===== src/rtl/m_cp0.sv =====
// m_cp0: coprocessor-0 exception/interrupt controller for the M stage.
// Holds SR/Cause/EPC, raises a same-cycle exception request that flushes
// the pipe, and serves mfc0 reads, mtc0 writes and eret.
//
// Handshake note: there is no valid/ready pairing here. req is a
// combinational, single-cycle strobe; the pipeline must act on it in the
// same cycle it is high. en and exl_clr are plain qualifiers sampled at the
// clock edge, and both are ignored whenever req is high.
module m_cp0 #(
  parameter logic [31:0] HANDLER_PC = 32'h0000_4180,
  parameter logic [31:0] PRID       = 32'h2022_0001
) (
  input  logic        clk,
  input  logic        reset,
  input  logic        en,
  input  logic [4:0]  cp0_addr,
  input  logic [31:0] cp0_in,
  output logic [31:0] cp0_out,
  input  logic [31:0] vpc,
  input  logic        bd_in,
  input  logic [4:0]  exc_code_in,
  input  logic [5:0]  hw_int,
  input  logic        exl_clr,
  output logic        req,
  output logic [31:0] epc_out,
  output logic [31:0] handler_pc
);

  localparam logic [4:0] ADDR_SR    = 5'd12;
  localparam logic [4:0] ADDR_CAUSE = 5'd13;
  localparam logic [4:0] ADDR_EPC   = 5'd14;
  localparam logic [4:0] ADDR_PRID  = 5'd15;

  // SR fields
  logic [5:0]  im_q, im_d;
  logic        exl_q, exl_d;
  logic        ie_q, ie_d;
  // Cause fields
  logic        bd_q, bd_d;
  logic [5:0]  ip_q, ip_d;
  logic [4:0]  exc_code_q, exc_code_d;
  // EPC
  logic [31:0] epc_q, epc_d;

  logic        int_req;
  logic        exc_req;
  logic [31:0] sr_word;
  logic [31:0] cause_word;

  // Request decode: interrupts need IE and a matching unmasked line;
  // neither source is accepted while EXL is set.
  always_comb begin
    int_req = (|(hw_int & im_q)) & ie_q & ~exl_q;
    exc_req = (exc_code_in != 5'd0) & ~exl_q;
    req     = int_req | exc_req;
  end

  // Next-state for all CP0 fields; a taken request blocks mtc0 and eret.
  always_comb begin
    im_d       = im_q;
    exl_d      = exl_q;
    ie_d       = ie_q;
    bd_d       = bd_q;
    exc_code_d = exc_code_q;
    epc_d      = epc_q;
    ip_d       = hw_int;
    if (req) begin
      exl_d      = 1'b1;
      bd_d       = bd_in;
      exc_code_d = int_req ? 5'd0 : exc_code_in;
      epc_d      = (bd_in ? (vpc - 32'd4) : vpc) & 32'hffff_fffc;
    end else begin
      if (en && (cp0_addr == ADDR_SR)) begin
        im_d  = cp0_in[15:10];
        exl_d = cp0_in[1];
        ie_d  = cp0_in[0];
      end
      if (en && (cp0_addr == ADDR_EPC)) begin
        epc_d = cp0_in & 32'hffff_fffc;
      end
      // eret clears EXL even if the same cycle writes SR
      if (exl_clr) begin
        exl_d = 1'b0;
      end
    end
  end

  // Register update with synchronous reset dominating everything.
  always_ff @(posedge clk) begin
    if (reset) begin
      im_q       <= 6'd0;
      exl_q      <= 1'b0;
      ie_q       <= 1'b0;
      bd_q       <= 1'b0;
      ip_q       <= 6'd0;
      exc_code_q <= 5'd0;
      epc_q      <= 32'd0;
    end else begin
      im_q       <= im_d;
      exl_q      <= exl_d;
      ie_q       <= ie_d;
      bd_q       <= bd_d;
      ip_q       <= ip_d;
      exc_code_q <= exc_code_d;
      epc_q      <= epc_d;
    end
  end

  // mfc0 read mux over the architectural register images.
  always_comb begin
    sr_word    = {16'd0, im_q, 8'd0, exl_q, ie_q};
    cause_word = {bd_q, 15'd0, ip_q, 3'd0, exc_code_q, 2'd0};
    case (cp0_addr)
      ADDR_SR:    cp0_out = sr_word;
      ADDR_CAUSE: cp0_out = cause_word;
      ADDR_EPC:   cp0_out = epc_q;
      ADDR_PRID:  cp0_out = PRID;
      default:    cp0_out = 32'd0;
    endcase
  end

  assign epc_out    = epc_q;
  assign handler_pc = HANDLER_PC;

endmodule


===== config.mk =====
export PLATFORM = sky130hd
export DESIGN_NAME = m_cp0
export DESIGN_NICKNAME = d
export VERILOG_FILES = /design/src/rtl/m_cp0.sv
export SDC_FILE = /design/constraint.sdc
export NUM_CORES = 1
export LEC_CHECK = 0
export ABC_AREA = 1
export CAP_MARGIN = 20
export CORE_UTILIZATION = 41
export CTS_CLUSTER_SIZE = 30
export DETAILED_ROUTE_END_ITERATION = 16
export PLACE_DENSITY = 0.81
export SLEW_MARGIN = 10
export SYNTH_ARGS = -nofsm -noshare
export SYNTH_HDL_FRONTEND = slang
export SYNTH_SLANG_ARGS = --single-unit

===== constraint.sdc =====
create_clock -name clk -period 2.17 [get_ports clk]
set_input_delay 0.5425 -clock clk [delete_from_list [all_inputs] [get_ports clk]]
set_output_delay 0.5425 -clock clk [all_outputs]
set_load 0.02 [all_outputs]

**After elaboration in Yosys (flattened, before gate mapping)**

Index checks and enable logic that the tools add are counted.

- Register bits: 50

- Equal/unequal tests: 4
- Bitwise operators: 7
- Mux-type cells: 8
- Add/sub/neg operators: 1
- Reductions and logical operators: 7

Operators with widths:

| kind | number |
|---|---|
| $pmux 32 s4 | 1 |
| $mux 32 | 3 |
| $sub 32x3->32 const B | 1 |
| $eq 5x4->1 const B | 4 |
| $and 6x6->6 | 1 |
| $reduce_or 6->1 | 1 |
| $mux 5 | 1 |
| $reduce_bool 5->1 | 1 |
| $and 1x1->1 | 3 |
| $mux 1 | 3 |
| $reduce_bool 3->1 | 1 |
| $logic_and 1x1->1 | 2 |
| $not 1->1 | 2 |
| $reduce_and 2->1 | 1 |
| $reduce_bool 2->1 | 1 |
| $or 1x1->1 | 1 |

**Depth between registers and ports, before layout**

Gate-level depths: netlist of the first run.

- Depth after elaboration: 7
- Mapped depth: 12
- Depth with buffers taken out: 12

**Worst setup path after synthesis of the first run**

Ideal clock, no wire load.

- Path type: input port to output port
- From: input cp0_addr[3]
- To: output cp0_out[18]
- Path buffers: 2
- Slack: 0.111 ns
- Stages on the path: 6
- Data arrival time: 1.517 ns
- Cells stage by stage: nand2_1 nor2_2 nand2_2 clkbuf_1 buf_1 nor2_1

- Longest elaborated chain between the ends: 2
- Elaborated cells on any way between the ends: 5
- Classes of those cells: eq/ne: 4; mux: 1

Ends and longest elaborated chain:

| what | line | text |
|---|---|---|
| start: declaration | 16 | `input logic [4:0] cp0_addr,` |
| $eq 5x4->1 | 113 | `case (cp0_addr)` |
| $pmux 32 s4 (*) | 113 |  |
| end: declaration | 18 | `output logic [31:0] cp0_out,` |

Every way passes the cells marked *; elsewhere a longest branch is shown, timed or not.

**Final worst setup path of the first run**

- From: input cp0_addr[2]
- To: output cp0_out[2]

Same word-level chain as after synthesis.

==> results.rst, run 1 <==
.. list-table::
   :header-rows: 1

   * - Metric
     - Value
   * - EDFF count, synth
     - 0
   * - Final worst path period share
     - 0.981
   * - Cell class contributing the biggest share of worst-path delay
     - buffers and inverters
   * - Count of nets after finishing
     - around 910
   * - First-iteration detailed-routing DRC count
     - between 150 and 200
   * - CTS tree
     - yes
   * - Part of the total power dissipated in sequential elements
     - 0.425
   * - Clock edge transition at the registers on the reported setup and hold paths
     - 0.11 ns
   * - Global placement routability congestion
     - between 0.9 and 1
   * - Total clock sinks
     - 50
   * - Final Max Tran Viols
     - 0
   * - Endpoint class of the critical path
     - output pin
   * - List of cells traversed by the critical path
     - dlygate4sd2_1 -> nand2_2 -> nor2_4 -> nand2_2 -> inv_2 -> buf_4 -> a32o_1 -> buf_2
   * - Combinational family with the most area after synthesis
     - simple AND/OR/NAND/NOR gates
   * - Filler cell count
     - around 800
   * - Met3 routed WL
     - approximately 900 um
   * - Maximum frequency from static timing analysis
     - ~470 MHz
   * - Die height
     - 97.3 um
   * - Top cell by count, worst path
     - nand2_2
   * - Routed wl met2
     - between 6000 and 7000 um
   * - Final hold violations
     - 0
   * - Part of the total power dissipated in the clock network
     - 0.227
   * - Critical path fanouts, max
     - 3
   * - Biggest area consumer among synthesized cells
     - dfxtp_1
   * - Detailed-routing wirelength on met1
     - around 5100 um
   * - Avg WL per Cell
     - approximately 14 um
   * - Synth Area per Inst
     - around 6.0 um2
   * - Total number of vias
     - roughly 4.4k
   * - Worst hold margin
     - around 0.46 ns
   * - Worst EP required
     - ~1.6 ns
   * - Post-synth ARST share
     - 0
   * - First drt pass iteration count
     - 5
   * - Area growth, synth to finish
     - 51.2%
   * - Top cells by area in the synthesized netlist
     - dfxtp_1, nand2_1, nor2_1
   * - Internal Dissipation
     - between 0.0015 and 0.002 W
   * - Unique masters post-synth
     - 34
   * - Net switching power
     - 0.000834 W
   * - Post-Synth Adder-Cell Area
     - 0.00336
   * - Multiplexer share of the synthesized area
     - 0
   * - Total congestion overflow
     - 0
   * - List of most frequent post-synthesis cells
     - nand2_1, nor2_1, inv_1
   * - Wire length of the first global-routing pass
     - just over 20000 um
   * - Final design utilization
     - 0.642
   * - Final critical-path required period
     - approximately 2.1 ns
   * - Final Total Pwr
     - roughly 0.0024 W
   * - Data arrival time at the worst-slack endpoint
     - approximately 1.6 ns
   * - Final clock skew
     - ~0.017 ns
   * - Share of the synthesized area in the top cell type
     - 0.269
   * - DR DRC count
     - 0
   * - Worst Path Buf+Inv
     - 4
   * - Antenna violations before repair
     - 0
   * - Die Wd
     - a little under 100 um
   * - Most used standard cell by instance count after synthesis
     - nand2_1
   * - Number of max-capacitance violations reported
     - 0
   * - Number of global-route vias before repair
     - 4312
   * - Kind of start point of the critical path
     - input pin
   * - Clock latency reported for the late side of the worst-skew pair
     - 0.32 ns
   * - Placed instance count
     - slightly above 900
   * - Classification of the worst setup path
     - input pin to output pin
   * - Switching share of power
     - 0.341
   * - Number of warnings reported in the yosys synthesis log
     - 0
   * - Sequential fraction of the synthesis area
     - 0.269
   * - Count of inserted antenna diode cells
     - 0
   * - Num rows
     - 34
   * - Dominant register cell in the synthesized netlist
     - dfxtp_1
   * - Maximum level of the CTS H-tree
     - 2
   * - Share of layout cells above drive strength 1
     - 0.175
   * - Aggregate global-route resource usage
     - 0.267
   * - Maximum number of pins on one net before global-route repair
     - 34
   * - Result of the run
     - complete, no violations
   * - Number of instances in the synthesized netlist
     - between 600 and 700
   * - Pleak
     - 2.70 nW
   * - Port Buffer Count
     - 145
   * - Highest metal layer with signal wires
     - met4
   * - Total CTS buffers
     - 5
   * - Starting utilization of the core area
     - 0.425
   * - ANT nets after route
     - 0
   * - Synthesized area
     - around 0.0037 mm2
   * - Mean number of vias per cell
     - ~4.8
   * - Worst-case vdd ir drop
     - about 0.36 mV
   * - #FFs+latches synth
     - 50
   * - Total negative slack
     - 0 ns
   * - Worst hold path class
     - input pin to register
   * - Xor/xnor share of the synthesized area
     - 0.0330
   * - Final standard cell count with taps included and fillers excluded
     - 929
   * - Top-level I/O count
     - ~180
   * - Clock root buffer
     - clkbuf_8
   * - Clk buf depth
     - 2
   * - Largest stage delay on the critical path
     - roughly 0.24 ns
   * - Post-DP HPWL
     - 10300 um
   * - Total of endpoints with negative setup slack in the final report
     - 0
   * - Simple-Gate Fraction of Synth Area
     - 0.361
   * - Die footprint
     - roughly 0.0095 mm2
   * - Core outline area
     - approximately 0.009 mm2
   * - Setup repair after global routing missed its margin
     - yes
   * - Part of the power in combinational logic
     - 0.348
   * - Slowest-stage cell, CP
     - dlygate4sd2_1
   * - Compound-gate portion of the synthesized area
     - 0.137
   * - Power per unit of standard cell area
     - 434 mW/mm2
   * - Detailed Route WL
     - 12600 um
[per-layer routing]
metal,GRT usage,up-vias
met4,0.0905,0
li1,-,2253
met2,0.482,195
met5,0,-
met1,0.316,1954
met3,0.0504,30
[cell families (layout without fill, tap and decap cells)]
| family | count (synthesis) | in the layout |
|---|---|---|
| AO/OA/AOI/OAI | 91 | 91 |
| XOR/XNOR | 14 | 14 |
| adder cells (fa/ha/maj) | 1 | 1 |
| buffers and inverters | 140 | 310 |
| flip-flops | 50 | 50 |
| other | 2 | 34 |
| AND/OR/NAND/NOR | 321 | 321 |
[through the flow]
stage | instance area (um2) | setup WS (ns)
2_1_floorplan | 3840 | 0.111
5_1_grt | 5630 | -0.0245
4_1_cts | 5590 | 0.0116
6_report | 5630 | 0.0407
3_3_place_gp | 5600 | -0.675
3_5_place_dp | 5600 | -0.754
[worst min-delay path: stages]
cell and delay [ns]:
dlymetal6s2s_1 0.13, inv_1 0.05, nor2_1 0.03
[sequential cells by signal, summed over array words and instances, names as in the netlist]
name and count:
ip_q 6, ie_q 1, exc_code_q 5, bd_q 1, epc_out 30, exl_q 1, im_q 6
[layout by cell type (no fill, tap or decap), types with 4 or more instances in the layout]
| cell type | netlist | layout |
|---|---|---|
| nor2_2 | 8 | 7 |
| nand2_2 | 1 | 4 |
| xor2_1 | 11 | 11 |
| clkbuf_8 | 0 | 5 |
| conb_1 | 2 | 34 |
| o21ai_1 | 14 | 16 |
| nand3_1 | 30 | 29 |
| buf_4 | 36 | 68 |
| inv_2 | 2 | 5 |
| nor2_1 | 89 | 88 |
| buf_2 | 3 | 25 |
| a31oi_1 | 5 | 5 |
| nor3_1 | 4 | 4 |
| dlygate4sd2_1 | 0 | 8 |
| buf_12 | 0 | 5 |
| nand2_1 | 175 | 172 |
| a21oi_1 | 31 | 31 |
| dfxtp_1 | 50 | 50 |
| o21ai_0 | 31 | 29 |
| nand4_1 | 4 | 4 |
| inv_1 | 83 | 80 |
| clkdlybuf4s50_1 | 0 | 101 |
[power by group through the flow]
| stage | Sequential, W | Combinational (W) | Clock, W |
|---|---|---|---|
| after CTS | 0.00104 | 0.000845 | 0.000562 |
| final | 0.00104 | 0.000850 | 0.000555 |
| after global placement | 0.00106 | 0.000833 | 0 |
| after detailed placement | 0.00106 | 0.000845 | 0 |
| after floorplan | 0.00111 | 0.000399 | 0 |
| after global routing | 0.00105 | 0.000920 | 0.000601 |
[final cells by class]
| class | instances | area (um2) | area share |
|---|---|---|---|
| tap | 108 | 135 | 0.0240 |
| sequential | 50 | 1000 | 0.178 |
| clock buffer | 5 | 68.8 | 0.0122 |
| inverter | 85 | 319 | 0.0567 |
| timing repair buffer | 217 | 1930 | 0.344 |
| clock inverter | 3 | 21.3 | 0.00378 |
| multi-input combinational | 461 | 2150 | 0.382 |
[what timing repair did]
action	in CTS	in global routing
pin swaps	12	6
hold buffers	0	0
gates resized for setup	156	11
setup buffers	3	1
endpoints found under the setup margin	53	35
[worst paths after layout]
kind                              startpoint                         end  slack, ns  depth (start not counted)
setup / recovery                 cp0_addr[2]                  cp0_out[2]       0.04                          8
hold / removal                     hw_int[5]          ip_q[5]$_SDFF_PP0_       0.46                          3
setup reg to reg        im_q[3]$_SDFFE_PP0P_    epc_out[31]$_SDFFE_PP0P_       0.34                         11
hold reg to reg   exc_code_q[3]$_SDFFE_PP0N_  exc_code_q[3]$_SDFFE_PP0N_       0.47                          2
Power figures use the tool's default switching activity.
==> run 2: changes to the inputs <==
--- a/config.mk
+++ b/config.mk
@@ -15,3 +15,4 @@
 export SYNTH_ARGS = -nofsm -noshare
 export SYNTH_HDL_FRONTEND = slang
 export SYNTH_SLANG_ARGS = --single-unit
+export TNS_END_PERCENT = 30
==> results.rst, run 2 (synthesis gave the netlist of run 1 again) <==
.. list-table::
   :header-rows: 1

   * - Metric
     - Value
   * - Clock latency reported for the late side of the worst-skew pair
     - between 0.3 and 0.4 ns
   * - Detailed-routing wirelength on met1
     - 5140 um
   * - Clk buf depth
     - 2
   * - Final clock skew
     - around 0.018 ns
   * - Reg-to-Reg Start
     - im_q[1]$_SDFFE_PP0P_
   * - Worst setup path startpoint
     - cp0_addr[4]
   * - Internal Dissipation
     - ~0.0016 W
   * - Endpoint class of the critical path
     - output pin
   * - Port Buffer Count
     - 145
   * - Power per unit of standard cell area
     - roughly 430 mW/mm2
   * - First drt pass iteration count
     - 4
   * - Count of nets after finishing
     - 903
   * - Wire length of the first global-routing pass
     - between 20000 and 25000 um
   * - Total CTS buffers
     - 5
   * - ANT nets after route
     - 0
   * - Mean number of vias per cell
     - ~4.8
   * - Total of endpoints with negative setup slack in the final report
     - 0
   * - Top-level I/O count
     - ~180
   * - Final worst path period share
     - 0.975
   * - Critical path fanouts, max
     - 11
   * - Setup repair after global routing missed its margin
     - yes
   * - Part of the total power dissipated in the clock network
     - 0.226
   * - Kind of start point of the critical path
     - input pin
   * - Total clock sinks
     - 50
   * - Clock edge transition at the registers on the reported setup and hold paths
     - between 0.1 and 0.15 ns
   * - Top cell by count, worst path
     - nand2_1
   * - Worst hold margin
     - about 0.46 ns
   * - Clock root buffer
     - clkbuf_8
   * - Min-Delay Startpoint
     - hw_int[0]
   * - Share of layout cells above drive strength 1
     - 0.175
   * - Die height
     - between 90 and 100 um
   * - Maximum frequency from static timing analysis
     - ~470 MHz
   * - Core outline area
     - ~0.009 mm2
   * - Result of the run
     - complete, no violations
   * - Worst EP required
     - ~1.6 ns
   * - Worst hold path class
     - input pin to register
   * - Global placement routability congestion
     - ~0.93
   * - Antenna violations before repair
     - 0
   * - Total congestion overflow
     - 0
   * - Highest metal layer with signal wires
     - met4
   * - Number of max-capacitance violations reported
     - 0
   * - Final critical-path required period
     - around 2.1 ns
   * - Die footprint
     - ~0.0095 mm2
   * - Total number of vias
     - about 4.4k
   * - Total negative slack
     - 0 ns
   * - Quantity of hold-fixing buffers added after cts
     - 0
   * - First-iteration detailed-routing DRC count
     - roughly 170
   * - Data arrival time at the worst-slack endpoint
     - 1.57 ns
   * - Highest-count cells in the layout ignoring fill and taps
     - nand2_1, clkdlybuf4s50_1, nor2_1
   * - Starting utilization of the core area
     - 0.425
   * - Part of the power in combinational logic
     - 0.348
   * - Number of global-route vias before repair
     - roughly 4.3k
   * - Part of the total power dissipated in sequential elements
     - 0.426
   * - Pre-CTS setup slack
     - -0.754 ns
   * - List of cells traversed by the critical path
     - dlygate4sd2_1 -> nor2_2 -> nand2_1 -> inv_2 -> buf_12 -> nand2_1 -> o211ai_1 -> buf_4
   * - Num rows
     - 34
   * - Pleak
     - about 2.7 nW
   * - Filler cell count
     - a little over 800
   * - Detailed Route WL
     - roughly 13000 um
   * - Net switching power
     - approximately 0.00083 W
   * - Met3 routed WL
     - around 800 um
   * - Post-DP HPWL
     - 10300 um
   * - Switching share of power
     - 0.341
   * - Worst Path Buf+Inv
     - 4
   * - Largest stage delay on the critical path
     - about 0.27 ns
   * - Classification of the worst setup path
     - input pin to output pin
   * - Worst-case vdd ir drop
     - about 0.36 mV
   * - Area growth, synth to finish
     - 51.4%
   * - Post-layout worst setup margin
     - between 0.05 and 0.06 ns
   * - Die Wd
     - between 90 and 100 um
   * - Cell class contributing the biggest share of worst-path delay
     - buffers and inverters
   * - Maximum number of pins on one net before global-route repair
     - 34
   * - CTS tree
     - yes
   * - Commonest non-fill, non-tap cell in the layout
     - nand2_1
   * - DR DRC count
     - 0
   * - Maximum level of the CTS H-tree
     - 2
   * - Count of inserted antenna diode cells
     - 0
   * - Aggregate global-route resource usage
     - 0.267
   * - Routed wl met2
     - about 6300 um
   * - Final Max Tran Viols
     - 0
   * - Max reg flops
     - 30
   * - Slowest-stage cell, CP
     - dlygate4sd2_1
   * - Final hold violations
     - 0
   * - Avg WL per Cell
     - 13.6 um
==> run 2: repair_timing <==
action	in CTS	in global routing
resized for setup	151	19
setup buffers	0	1
setup endpoints to repair	53	50
pin swaps	7	9
==> run 2: metrics by stage <==
stage | total power (W) | instance area, um2 | utilization | std cells
floorplan | 0.00151 | 3840 | - | 651
global placement | 0.00189 | 5600 | 0.638 | 917
detailed placement | 0.00191 | 5600 | 0.638 | 917
CTS | 0.00245 | 5570 | 0.635 | 925
global route | 0.00257 | 5630 | 0.643 | 926
finish | 0.00244 | 5630 | 0.643 | 926
==> run 2: layout make-up <==
| type | count | area [um2] | area share |
|---|---|---|---|
| Tap cell | 108 | 135 | 0.0240 |
| Sequential cell | 50 | 1000 | 0.178 |
| Multi-Input combinational cell | 461 | 2160 | 0.384 |
| Inverter | 85 | 319 | 0.0566 |
| Timing Repair Buffer | 214 | 1920 | 0.342 |
| Clock inverter | 3 | 21.3 | 0.00378 |
| Clock buffer | 5 | 68.8 | 0.0122 |
==> run 2: routing by layer <==
metal | vias to the layer above | global-route usage
li1 | 2254 | -
met1 | 1938 | 0.315
met2 | 182 | 0.478
met3 | 27 | 0.0482
met4 | 0 | 0.101
met5 | - | 0
==> run 2: tightest hold or removal path: cells and delay by family <==
family,cells,cell delay (ns)
buffers and inverters,2,0.14
AND/OR/NAND/NOR,1,0.07
==> run 2: worst paths after layout <==
kind,endpoint,slack [ns],cells after the start
setup / recovery,cp0_out[10],0.05,8
hold / removal,ip_q[0]$_SDFF_PP0_,0.46,3
hold reg to reg,exc_code_q[3]$_SDFFE_PP0N_,0.48,2
setup reg to reg,epc_out[31]$_SDFFE_PP0P_,0.34,11
==> run 2: power by group through the flow <==
stage          Clock (W)  Sequential, W  Combinational, W
2_1_floorplan          0        0.00111          0.000399
3_3_place_gp           0        0.00106          0.000833
3_5_place_dp           0        0.00106          0.000845
4_1_cts         0.000562        0.00104          0.000847
5_1_grt         0.000601        0.00105          0.000922
6_report        0.000552        0.00104          0.000851
==> run 3: changes to the inputs <==
--- a/config.mk
+++ b/config.mk
@@ -15,4 +15,4 @@
 export SYNTH_ARGS = -nofsm -noshare
 export SYNTH_HDL_FRONTEND = slang
 export SYNTH_SLANG_ARGS = --single-unit
-export TNS_END_PERCENT = 30
+export TNS_END_PERCENT = 20
==> results of run 3 <==
The final DEF is identical to that of run 2; final timing and power are the same.
